[config.mk]
export PLATFORM = sky130hd
export DESIGN_NAME = cmos_capture
export DESIGN_NICKNAME = d
export VERILOG_FILES = /design/src/rtl/cmos_capture.sv
export SDC_FILE = /design/constraint.sdc
export NUM_CORES = 1
export LEC_CHECK = 0
export ABC_AREA = 0
export CAP_MARGIN = 20
export CORE_MARGIN = 4
export CORE_UTILIZATION = 38
export DETAILED_ROUTE_END_ITERATION = 6
export MAX_ROUTING_LAYER = met4
export PLACE_DENSITY_LB_ADDON = 0.1
export REMOVE_ABC_BUFFERS = 1
export SLEW_MARGIN = 10
export SYNTH_ARGS = -nofsm -noshare
export SYNTH_HDL_FRONTEND = slang
export SYNTH_SLANG_ARGS = --single-unit
export TNS_END_PERCENT = 10
[constraint.sdc]
create_clock -name cmos_pclk -period 7.4 [get_ports cmos_pclk]
set_input_delay 1.48 -clock cmos_pclk [delete_from_list [all_inputs] [get_ports cmos_pclk]]
set_output_delay 1.48 -clock cmos_pclk [all_outputs]
set_load 0.1 [all_outputs]
[src/rtl/cmos_capture.sv]
// DVP-style CMOS sensor capture: assembles RGB565 pixels from byte pairs,
// tracks x/y position and flags frame/line geometry errors.
module cmos_capture #(
   parameter int H_ACTIVE    = 640,
   parameter int V_ACTIVE    = 480,
   parameter int SKIP_FRAMES = 2
) (
   input  logic        cmos_pclk,
   input  logic        rst,
   input  logic        cmos_vsync,
   input  logic        cmos_href,
   input  logic [7:0]  cmos_db,
   input  logic        capture_en,
   output logic [15:0] pix_data,
   output logic        pix_valid,
   output logic [9:0]  pix_x,
   output logic [8:0]  pix_y,
   output logic        frame_start,
   output logic        frame_done,
   output logic        line_err
);

   typedef enum logic [1:0] {SKIP = 2'd0, WAIT_FRAME = 2'd1, ACTIVE = 2'd2} state_t;

   localparam logic [9:0] H_LIM    = 10'(H_ACTIVE);
   localparam logic [8:0] V_LIM    = 9'(V_ACTIVE);
   localparam logic [7:0] SKIP_LIM = 8'(SKIP_FRAMES);

   state_t      state_q, state_d;
   logic        vs_q, vs_d, hr_q, hr_d, vs_p_q, vs_p_d, hr_p_q, hr_p_d;
   logic [7:0]  db_q, db_d, hi_q, hi_d, skip_q, skip_d;
   logic [9:0]  x_q, x_d, px_q, px_d, pix_x_q, pix_x_d;
   logic [8:0]  y_q, y_d, py_q, py_d, pix_y_q, pix_y_d;
   logic        ph_q, ph_d, pv_q, pv_d;
   logic [15:0] pd_q, pd_d, pix_data_q, pix_data_d;
   logic        pix_valid_q, pix_valid_d, frame_start_q, frame_start_d;
   logic        frame_done_q, frame_done_d, line_err_q, line_err_d;
   logic        vs_rise, vs_fall, hr_fall;

   assign vs_rise = vs_q & ~vs_p_q;
   assign vs_fall = ~vs_q & vs_p_q;
   assign hr_fall = ~hr_q & hr_p_q;

   always_comb begin
      state_d       = state_q;
      vs_d          = cmos_vsync;
      hr_d          = cmos_href;
      db_d          = cmos_db;
      vs_p_d        = vs_q;
      hr_p_d        = hr_q;
      hi_d          = hi_q;
      skip_d        = skip_q;
      x_d           = x_q;
      y_d           = y_q;
      ph_d          = ph_q;
      pv_d          = 1'b0;
      pd_d          = pd_q;
      px_d          = px_q;
      py_d          = py_q;
      frame_start_d = 1'b0;
      frame_done_d  = 1'b0;
      line_err_d    = line_err_q;
      // Second stage: staged pixel moves to the outputs, which hold otherwise.
      pix_valid_d   = pv_q;
      pix_data_d    = pv_q ? pd_q : pix_data_q;
      pix_x_d       = pv_q ? px_q : pix_x_q;
      pix_y_d       = pv_q ? py_q : pix_y_q;

      case (state_q)
         SKIP: begin
            if (vs_rise) skip_d = skip_q + 8'd1;
            if (skip_d >= SKIP_LIM) state_d = WAIT_FRAME;
         end
         WAIT_FRAME: begin
            if (vs_fall && capture_en) begin
               state_d       = ACTIVE;
               frame_start_d = 1'b1;
               x_d           = '0;
               y_d           = '0;
               ph_d          = 1'b0;
            end
         end
         ACTIVE: begin
            // Frame end outranks any byte arriving on the same cycle.
            if (vs_rise) begin
               frame_done_d = 1'b1;
               if (y_q != V_LIM) line_err_d = 1'b1;
               ph_d    = 1'b0;
               state_d = WAIT_FRAME;
            end else if (hr_q) begin
               if (!ph_q) begin
                  hi_d = db_q;
                  ph_d = 1'b1;
               end else begin
                  ph_d = 1'b0;
                  x_d  = (x_q == 10'h3ff) ? x_q : x_q + 10'd1;
                  if (x_q < H_LIM && y_q < V_LIM) begin
                     pv_d = 1'b1;
                     pd_d = {hi_q, db_q};
                     px_d = x_q;
                     py_d = y_q;
                  end else begin
                     line_err_d = 1'b1;
                  end
               end
            end else if (hr_fall) begin
               if (x_q != H_LIM || ph_q) line_err_d = 1'b1;
               x_d  = '0;
               ph_d = 1'b0;
               y_d  = (y_q == 9'h1ff) ? y_q : y_q + 9'd1;
            end
         end
         default: state_d = SKIP;
      endcase
   end

   always_ff @(posedge cmos_pclk or posedge rst) begin
      if (rst) begin
         state_q       <= SKIP;
         vs_q          <= 1'b0;
         hr_q          <= 1'b0;
         db_q          <= '0;
         vs_p_q        <= 1'b0;
         hr_p_q        <= 1'b0;
         hi_q          <= '0;
         skip_q        <= '0;
         x_q           <= '0;
         y_q           <= '0;
         ph_q          <= 1'b0;
         pv_q          <= 1'b0;
         pd_q          <= '0;
         px_q          <= '0;
         py_q          <= '0;
         pix_valid_q   <= 1'b0;
         pix_data_q    <= '0;
         pix_x_q       <= '0;
         pix_y_q       <= '0;
         frame_start_q <= 1'b0;
         frame_done_q  <= 1'b0;
         line_err_q    <= 1'b0;
      end else begin
         state_q       <= state_d;
         vs_q          <= vs_d;
         hr_q          <= hr_d;
         db_q          <= db_d;
         vs_p_q        <= vs_p_d;
         hr_p_q        <= hr_p_d;
         hi_q          <= hi_d;
         skip_q        <= skip_d;
         x_q           <= x_d;
         y_q           <= y_d;
         ph_q          <= ph_d;
         pv_q          <= pv_d;
         pd_q          <= pd_d;
         px_q          <= px_d;
         py_q          <= py_d;
         pix_valid_q   <= pix_valid_d;
         pix_data_q    <= pix_data_d;
         pix_x_q       <= pix_x_d;
         pix_y_q       <= pix_y_d;
         frame_start_q <= frame_start_d;
         frame_done_q  <= frame_done_d;
         line_err_q    <= line_err_d;
      end
   end

   assign pix_valid   = pix_valid_q;
   assign pix_data    = pix_data_q;
   assign pix_x       = pix_x_q;
   assign pix_y       = pix_y_q;
   assign frame_start = frame_start_q;
   assign frame_done  = frame_done_q;
   assign line_err    = line_err_q;

endmodule

# Yosys cells after proc, flatten, opt, wreduce, memory -nomap -nowiden

Cells that the tools add are included.

Bitwise operators: 8
Eq/ne operators: 20
Mux-type cells: 41
Divide/modulo/power cells: 0
Multiply operators: 0
Reductions and logical operators: 14
Add/subtract/negate cells: 3
Order comparisons: 3
Shift operators: 0

Operators by type and width:

| kind                                                                  | number |
|---|---|
| 10-bit 2-to-1 mux                                                     | 6 |
| 9-bit 2-to-1 mux                                                      | 5 |
| 1-bit 2-to-1 mux                                                      | 21 |
| 10-bit one-hot mux with 2 select lines                                | 1 |
| 9-bit one-hot mux with 2 select lines                                 | 1 |
| 6-bit AND reduction                                                   | 3 |
| 8-bit 2-to-1 mux                                                      | 2 |
| 2-bit != test, second input constant                                  | 7 |
| 3-bit != test, second input constant                                  | 4 |
| 10-bit by 1-bit adder with 10-bit output, second input constant       | 1 |
| 10-bit equality test, second input constant                           | 1 |
| 10-bit < comparator, second input constant                            | 1 |
| 10-bit != test, second input constant                                 | 1 |
| 9-bit by 1-bit adder with 9-bit output, second input constant         | 1 |
| 9-bit equality test, second input constant                            | 1 |
| 9-bit < comparator, second input constant                             | 1 |
| 9-bit != test, second input constant                                  | 1 |
| 8-bit by 1-bit adder with 8-bit output, second input constant         | 1 |
| 8-bit by 2-bit >= comparator with 1-bit output, second input constant | 1 |
| 2-bit 2-to-1 mux                                                      | 3 |
| 2-bit one-hot mux with 3 select lines                                 | 1 |
| 3-bit AND reduction                                                   | 2 |
| 3-bit nonzero test                                                    | 2 |
| 1-bit NOT                                                             | 5 |
| other kinds (13)                                                      | 16 |

Output and inout bits: 39
Bits in registers: 125
ROM bits: 0
Bits in latches: 0
Input port bits: 13
Memory bits (writable): 0
Memories kept: 0

# Depth between registers and ports, before layout

Gate-level depths: netlist of the first run.

Depth after elaboration: 7
Mapped depth: 9

# Worst setup path before layout of the first run

No wires, ideal clock.

Path kind: input to register
Start point: in capture_en
End point: reg x_q[3]
Arrival time: 2.822 ns
Library setup time: 0.078 ns
Setup slack: 4.501 ns
Buffers on the path: 1
Data required time: 7.322 ns
Stages on the path: 6
Path through: a21boi_1 > o32ai_4 > or4b_1 > buf_2 > or3_1 > a21oi_1

Longest elaborated chain between the ends: 3

Ends and longest elaborated chain:

| what                          | line | text |
|---|---|---|
| start, declared               | 13   | `input logic capture_en,` |
| 1-bit logical AND             | 75   | `if (vs_fall && capture_en) begin` |
| 2-bit != test (no line)       | n/a  |  |
| 6-bit AND reduction (no line) | n/a  |  |
| end signal, assigned          | 127  | `x_q <= '0;` |
| end signal, assigned          | 150  | `x_q <= x_d;` |
| end, declared                 | 32   | `logic [9:0] x_q, x_d, px_q, px_d, pix_x_q, pix_x_d;` |

Every way passes these cells.
A chain may end at the register's enable or synchronous reset.

# Worst setup path in the final report of the first run

Start point: reg pix_x_q[8] (netlist: pix_x[8])
End point: out pix_x[8]

RTL lines:

| what                   | line | text |
|---|---|---|
| start, declared        | 32   |  |
| start signal, assigned | 159  | `pix_x_q <= pix_x_d;` |
| end, declared          | 16   | `output logic [9:0] pix_x,` |

No word-level cell between the ends.

==> results.toml, run 1 <==
[status]
status = "completed"

[critical_path]
r2r_end = "pd_q[4]$_DFFE_PP0P_"
cp-startpoint = "pix_x[8]$_DFFE_PP0P_"
reg2reg_from = "state_q[0]$_DFFE_PP0P_"
cp.arrival_ps = 1920
reg2reg_depth = 6
startpoint_type = "register"
critPathCapture = "pix_x[8]"
critPathMaxStageDelay_ps = 1160
crit_buf_inv = 1
worst_setup_path_end_kind = "output pin"
cp.depth = 1
crit_family = "buffers and inverters"
path_class = "register to output pin"
required_ps = 5920
path_cells = "clkdlybuf4s50_1"
cpMaxStageDelayCell = "clkdlybuf4s50_1"
critPathMaxFanout = 2
reg2reg_slack_ps = 4240

[logic_synthesis]
ys.flop_type = "dfrtp_1"
syn_inst = 410
synth_area_um2 = 5270
synth_top_area_share_pct = 59.4
yosysWarningCount = 0
synth_area_per_cell_um2 = 12.8
ys_ff_latch = 125
synth_top_area_cell = "dfrtp_1"
synth_edf_count = 0
synthTopCellsByArea = "dfrtp_1 (59%), mux2_2 (17%), ha_1 (2.4%), nor2_1 (1.9%), nand2_1 (1.8%)"
yosys.cell_types.count = 47
synthArstFlopShare_pct = 100
ys_seq_area_share_pct = 59.4

[routing]
drc = 0
wl_per_cell_um = 15.1
vias = 3240
viasPerCell = 4.97
antenna_left = 0
dr.pass1.iters = 4
routed_wl_um = 9860
drt_iter0_drc = 134

[finish]
fillCellCount = 1207
layout_common_cells = "dfrtp_1 (125), mux2_2 (78), clkdlybuf4s50_1 (51)"
nNetsFinal = 488
drive_gt1_share_pct = 23.5
multi_input_area_um2 = 2020
final_common_cell = "dfrtp_1"
area_growth_pct = 24.1
antennaDiodeCount = 0
seq_area_um2 = 3130

[floorplanning]
coreArea_um2 = 13400
die_h_um = 126
start_util_pct = 39.3
dieArea_um2 = 15800
num_rows = 42
dieWidth_um = 126
io_pins = 52

[sta]
hold_viol = 0
fin_tns_setup_ps = 0
drv_slew = 0
tightest_slew_ps = 1010
fin_skew_ps = 7.62
setup_viol = 0
rsz0062_at_grt = "no"
period_share_pct = 45.9
min_period_ps = 3400
layout_setup_ws_ps = 4000
max_freq_mhz = 294
max-slew-margin-rel_pct = 32.8

[grt]
grt_pass1_vias = 3401
overflow = 0
antenna_found_initial = 0
grt_max_degree = 76
grt_pass1_wl_um = 17300
grt.total_usage_pct = 14.1

[placement]
dp_slack_ps = 3610
gp_congestion = 0.843
port_buffers = 51
hpwl_um = 6390

[clock_network]
htree_num_levels = 4
cts_resized = 0
cts_tree = "yes"
cts_root_buffer = "clkbuf_16"
cts_setup_buffers = 0
cts.sinks = 125
clockBufferDepth = 2
clk_latency_ps = 410
numCtsBuffers = 17
cts_hold_buf = 0
clk_pin_slew_ps = 50

[pwr]
vdd_drop_max_v = 0.000137
leakagePower_nw = 3.02
power_density_nw_per_um2 = 322

[worst_hold_path]
hp-class = "register to register"

[flow_run]
cap_violations = 0
==> state kept, by name (all words and copies together), names as in the netlist <==
| name | count |
|---|---|
| state_q | 2 |
| pd_q | 16 |
| frame_start | 1 |
| pix_y | 9 |
| x_q | 10 |
| db_q | 8 |
| px_q | 10 |
| pix_data | 16 |
| vs_p_d | 1 |
| pix_valid | 1 |
| frame_done | 1 |
| hi_q | 8 |
| ph_q | 1 |
| py_q | 9 |
| skip_q | 8 |
| pix_valid_d | 1 |
| line_err | 1 |
| hr_p_d | 1 |
| y_q | 9 |
| vs_p_q | 1 |
| pix_x | 10 |
| hr_p_q | 1 |
==> how the worst min path moves through the flow <==
stage / depth (start not counted) / slack [ps] / from / end
finish: 1 / 480 / pd_q[0]$_DFFE_PP0P_ / pd_q[0]$_DFFE_PP0P_
global route: 1 / 510 / py_q[7]$_DFFE_PP0P_ / py_q[7]$_DFFE_PP0P_
CTS: 1 / 480 / pd_q[0]$_DFFE_PP0P_ / pd_q[0]$_DFFE_PP0P_
detailed placement: 1 / 470 / pd_q[0]$_DFFE_PP0P_ / pd_q[0]$_DFFE_PP0P_
global placement: 1 / 470 / pd_q[0]$_DFFE_PP0P_ / pd_q[0]$_DFFE_PP0P_
floorplan: 1 / 450 / pd_q[0]$_DFFE_PP0P_ / pd_q[0]$_DFFE_PP0P_
==> per-layer routing <==
metal	track usage (%)	vias up	routed length [um]
met2	21.1	50	4640
met1	17.9	1619	4720
li1	-	1557	-
met3	3.77	14	319
met5	-	-	0
met4	6.44	0	181
==> cells in the mapped netlist (2+ instances only) <==
| cell type | number |
|---|---|
| and2_1 | 2 |
| mux2i_1 | 2 |
| nand4b_1 | 3 |
| mux2_2 | 78 |
| a21oi_1 | 5 |
| ha_1 | 10 |
| nand3_1 | 14 |
| o21ai_1 | 2 |
| inv_1 | 12 |
| and3_1 | 7 |
| xor2_1 | 9 |
| nor3_1 | 11 |
| nand2b_1 | 3 |
| mux2_1 | 2 |
| dfrtp_1 | 125 |
| buf_1 | 2 |
| nor2_1 | 26 |
| xnor2_1 | 10 |
| o21ai_0 | 13 |
| nor4b_1 | 2 |
| nand2_1 | 25 |
| nand4_1 | 5 |
| nor4bb_1 | 4 |
| clkbuf_1 | 10 |
| buf_2 | 6 |
==> metrics by stage <==
stage	power, mW	hold WS, ps	utilization [%]	cells	cell area, um2
3_3_place_gp	1.28	465	44.4	622	5950
6_report	2.10	482	48.8	652	6540
2_1_floorplan	1.18	452	-	392	5190
4_1_cts	2.13	484	48.8	652	6540
5_1_grt	2.22	511	48.8	652	6540
3_5_place_dp	1.30	471	44.4	622	5950
==> kinds of logic (layout without fill, tap and decap cells) <==
family	after synthesis	after routing	synth area share [%]
AOI/OAI and AO/OA	33	33	4.32
buffers and inverters	30	96	2.28
muxes	82	82	17.5
DFF	125	125	59.4
adders and majority gates	10	10	2.38
xor gates and xnor gates	19	19	3.16
and+or+nand+nor	111	111	11.0
==> layout make-up <==
type                            count  share of cell area [%]
Inverter                           12                   0.727
Sequential cell                   125                    47.9
Clock inverter                      6                    1.70
Timing Repair Buffer               54                    8.15
Multi-Input combinational cell    255                    31.0
Tap cell                          176                    3.37
Clock buffer                       24                    7.22
==> power by group <==
group | total [mW] | leakage [nW] | switching (mW) | internal, mW
Sequential | 0.829 | 1.68 | 0.0593 | 0.769
Clock | 0.824 | 0.280 | 0.281 | 0.543
Combinational | 0.450 | 1.06 | 0.281 | 0.168
Power figures use the tool's default switching activity.
==> inputs of run 2 (changes only) <==
- clock period: 7.4 -> 2.77 ns (I/O delays scaled with it)
==> results.toml, run 2 (synthesis gave the netlist of run 1 again) <==
[finish]
stdcell_count = 659
final_common_cell = "dfrtp_1"
multi_input_area_um2 = 2020
antennaDiodeCount = 0
nNetsFinal = 493
final_cell_area_um2 = 6570
drive_gt1_share_pct = 33.5
seq_area_um2 = 3130
area_growth_pct = 24.7
fillCellCount = 1209
layout_common_cells = "dfrtp_1 (125), mux2_2 (78), buf_4 (44)"

[grt]
grt.total_usage_pct = 13.7
grt_pass1_wl_um = 16800
grt_max_degree = 59
antenna_found_initial = 0
grt_pass1_vias = 3332
overflow = 0

[sta]
hold_viol = 0
worst_hold_slack_ps = 481
rsz0062_at_grt = "no"
fin_skew_ps = 6.04
layout_setup_ws_ps = 498
min_period_ps = 2270
drv_slew = 0
max-slew-margin-rel_pct = 60.4
tightest_slew_ps = 589
setup_viol = 0
period_share_pct = 82.0
max_freq_mhz = 440

[clock_network]
clk_pin_slew_ps = 60
htree_num_levels = 4
clockBufferDepth = 2
cts_tree = "yes"
cts_resized = 0
cts_setup_buffers = 0
cts.sinks = 125
cts_hold_buf = 0
clk_latency_ps = 410
cts_root_buffer = "clkbuf_16"
numCtsBuffers = 17

[placement]
port_buffers = 51
hpwl_um = 6650
place_area_um2 = 5930
dp_slack_ps = 237
gp_congestion = 0.842
dpl.cell_count = 627

[critical_path]
path_cells = "inv_1 -> ha_1 -> inv_1 -> o32ai_4 -> or4b_1 -> or3_1 -> a21oi_1"
worst_setup_path_end_kind = "register"
startpoint_type = "register"
path_common_cell = "inv_1"
path_class = "register to register"
critPathMaxStageDelay_ps = 580
cp.arrival_ps = 2610
critPathMaxFanout = 7
cpMaxStageDelayCell = "or4b_1"
required_ps = 3110

[status]
status = "completed"

[routing]
routed_wl_um = 9900
drc = 0
viasPerCell = 4.96
drt_iter0_drc = 194
wl_per_cell_um = 15.0
antenna_left = 0
vias = 3269
dr.pass1.iters = 5

[pwr]
p_sw_mw = 1.71
power_mw = 5.81
p_sw_share_pct = 29.5
internal-power_mw = 4.10
vdd_drop_max_v = 0.000443
leakagePower_nw = 3.16
clock_power_share_pct = 40.5
pwr-share-comb_pct = 21.3
power_density_nw_per_um2 = 885
power_frac_seq_pct = 38.1

[worst_hold_path]
hp-class = "register to register"

[floorplanning]
die_h_um = 126
start_util_pct = 39.3
dieWidth_um = 126
num_rows = 42
io_pins = 52
coreArea_um2 = 13400
dieArea_um2 = 15800

[flow_run]
cap_violations = 0
run 2: cell count changes in the layout (fill, tap and decap cells not counted), sizes merged:
cell           previous run  this run
buf                       3        47
bufinv                    3         4
clkbuf                   24        21
clkinvlp                  1         2
clkdlybuf4s50            51        12
clkinv                    2         5
run 2: power groups by stage:
stage                     Clock, mW  Combinational (mW)  Sequential, mW
after detailed placement          0                1.24            2.25
after global routing           2.50                1.35            2.25
after floorplan                   0               0.735            2.41
after CTS                      2.41                1.25            2.22
after global placement            0                1.22            2.24
final                          2.36                1.24            2.22
run 2: cell type report:
class                      count  share of cell area (%)
sequential                   125                    47.6
timing repair buffer          59                    7.78
multi-input combinational    255                    30.8
clock buffer                  21                    7.17
tap                          176                    3.35
clock inverter                11                    2.50
inverter                      12                   0.724
run 2: final timing paths:
check | startpoint | end | slack [ps] | cells after the start
setup / recovery | state_q[0]$_DFFE_PP0P_ | x_q[3]$_DFFE_PP0P_ | 500 | 7
hold reg to reg | pd_q[0]$_DFFE_PP0P_ | pd_q[0]$_DFFE_PP0P_ | 480 | 1
max in group asynchronous | rst | x_q[6]$_DFFE_PP0P_ | 1630 | 3
min in group asynchronous | rst | pix_data[10]$_DFFE_PP0P_ | 500 | 2
setup reg to reg | state_q[0]$_DFFE_PP0P_ | x_q[3]$_DFFE_PP0P_ | 500 | 7
hold / removal | pd_q[0]$_DFFE_PP0P_ | pd_q[0]$_DFFE_PP0P_ | 480 | 1
run 2: metal layers:
metal	track usage [%]	share of wire (%)	up-vias
li1	-	-	1561
met1	17.3	47	1652
met2	20.9	49	46
met3	4.28	3.2	10
met4	4.66	1.1	0
met5	-	0	-
run 2: critical path, delay by kind of cell, from the launching register on:
family          cells  cell delay, ps
simple gates        2             930
compound gates      2             420
flops               1             380
fa+ha+maj           1             310
buf+inv             2             160
run 2: metrics by stage:
step	util (%)	TNS, ps
5_1_grt	49.0	0
2_1_floorplan	-	-233970
3_5_place_dp	44.3	0
3_3_place_gp	44.3	0
4_1_cts	49.0	0
6_report	49.0	0
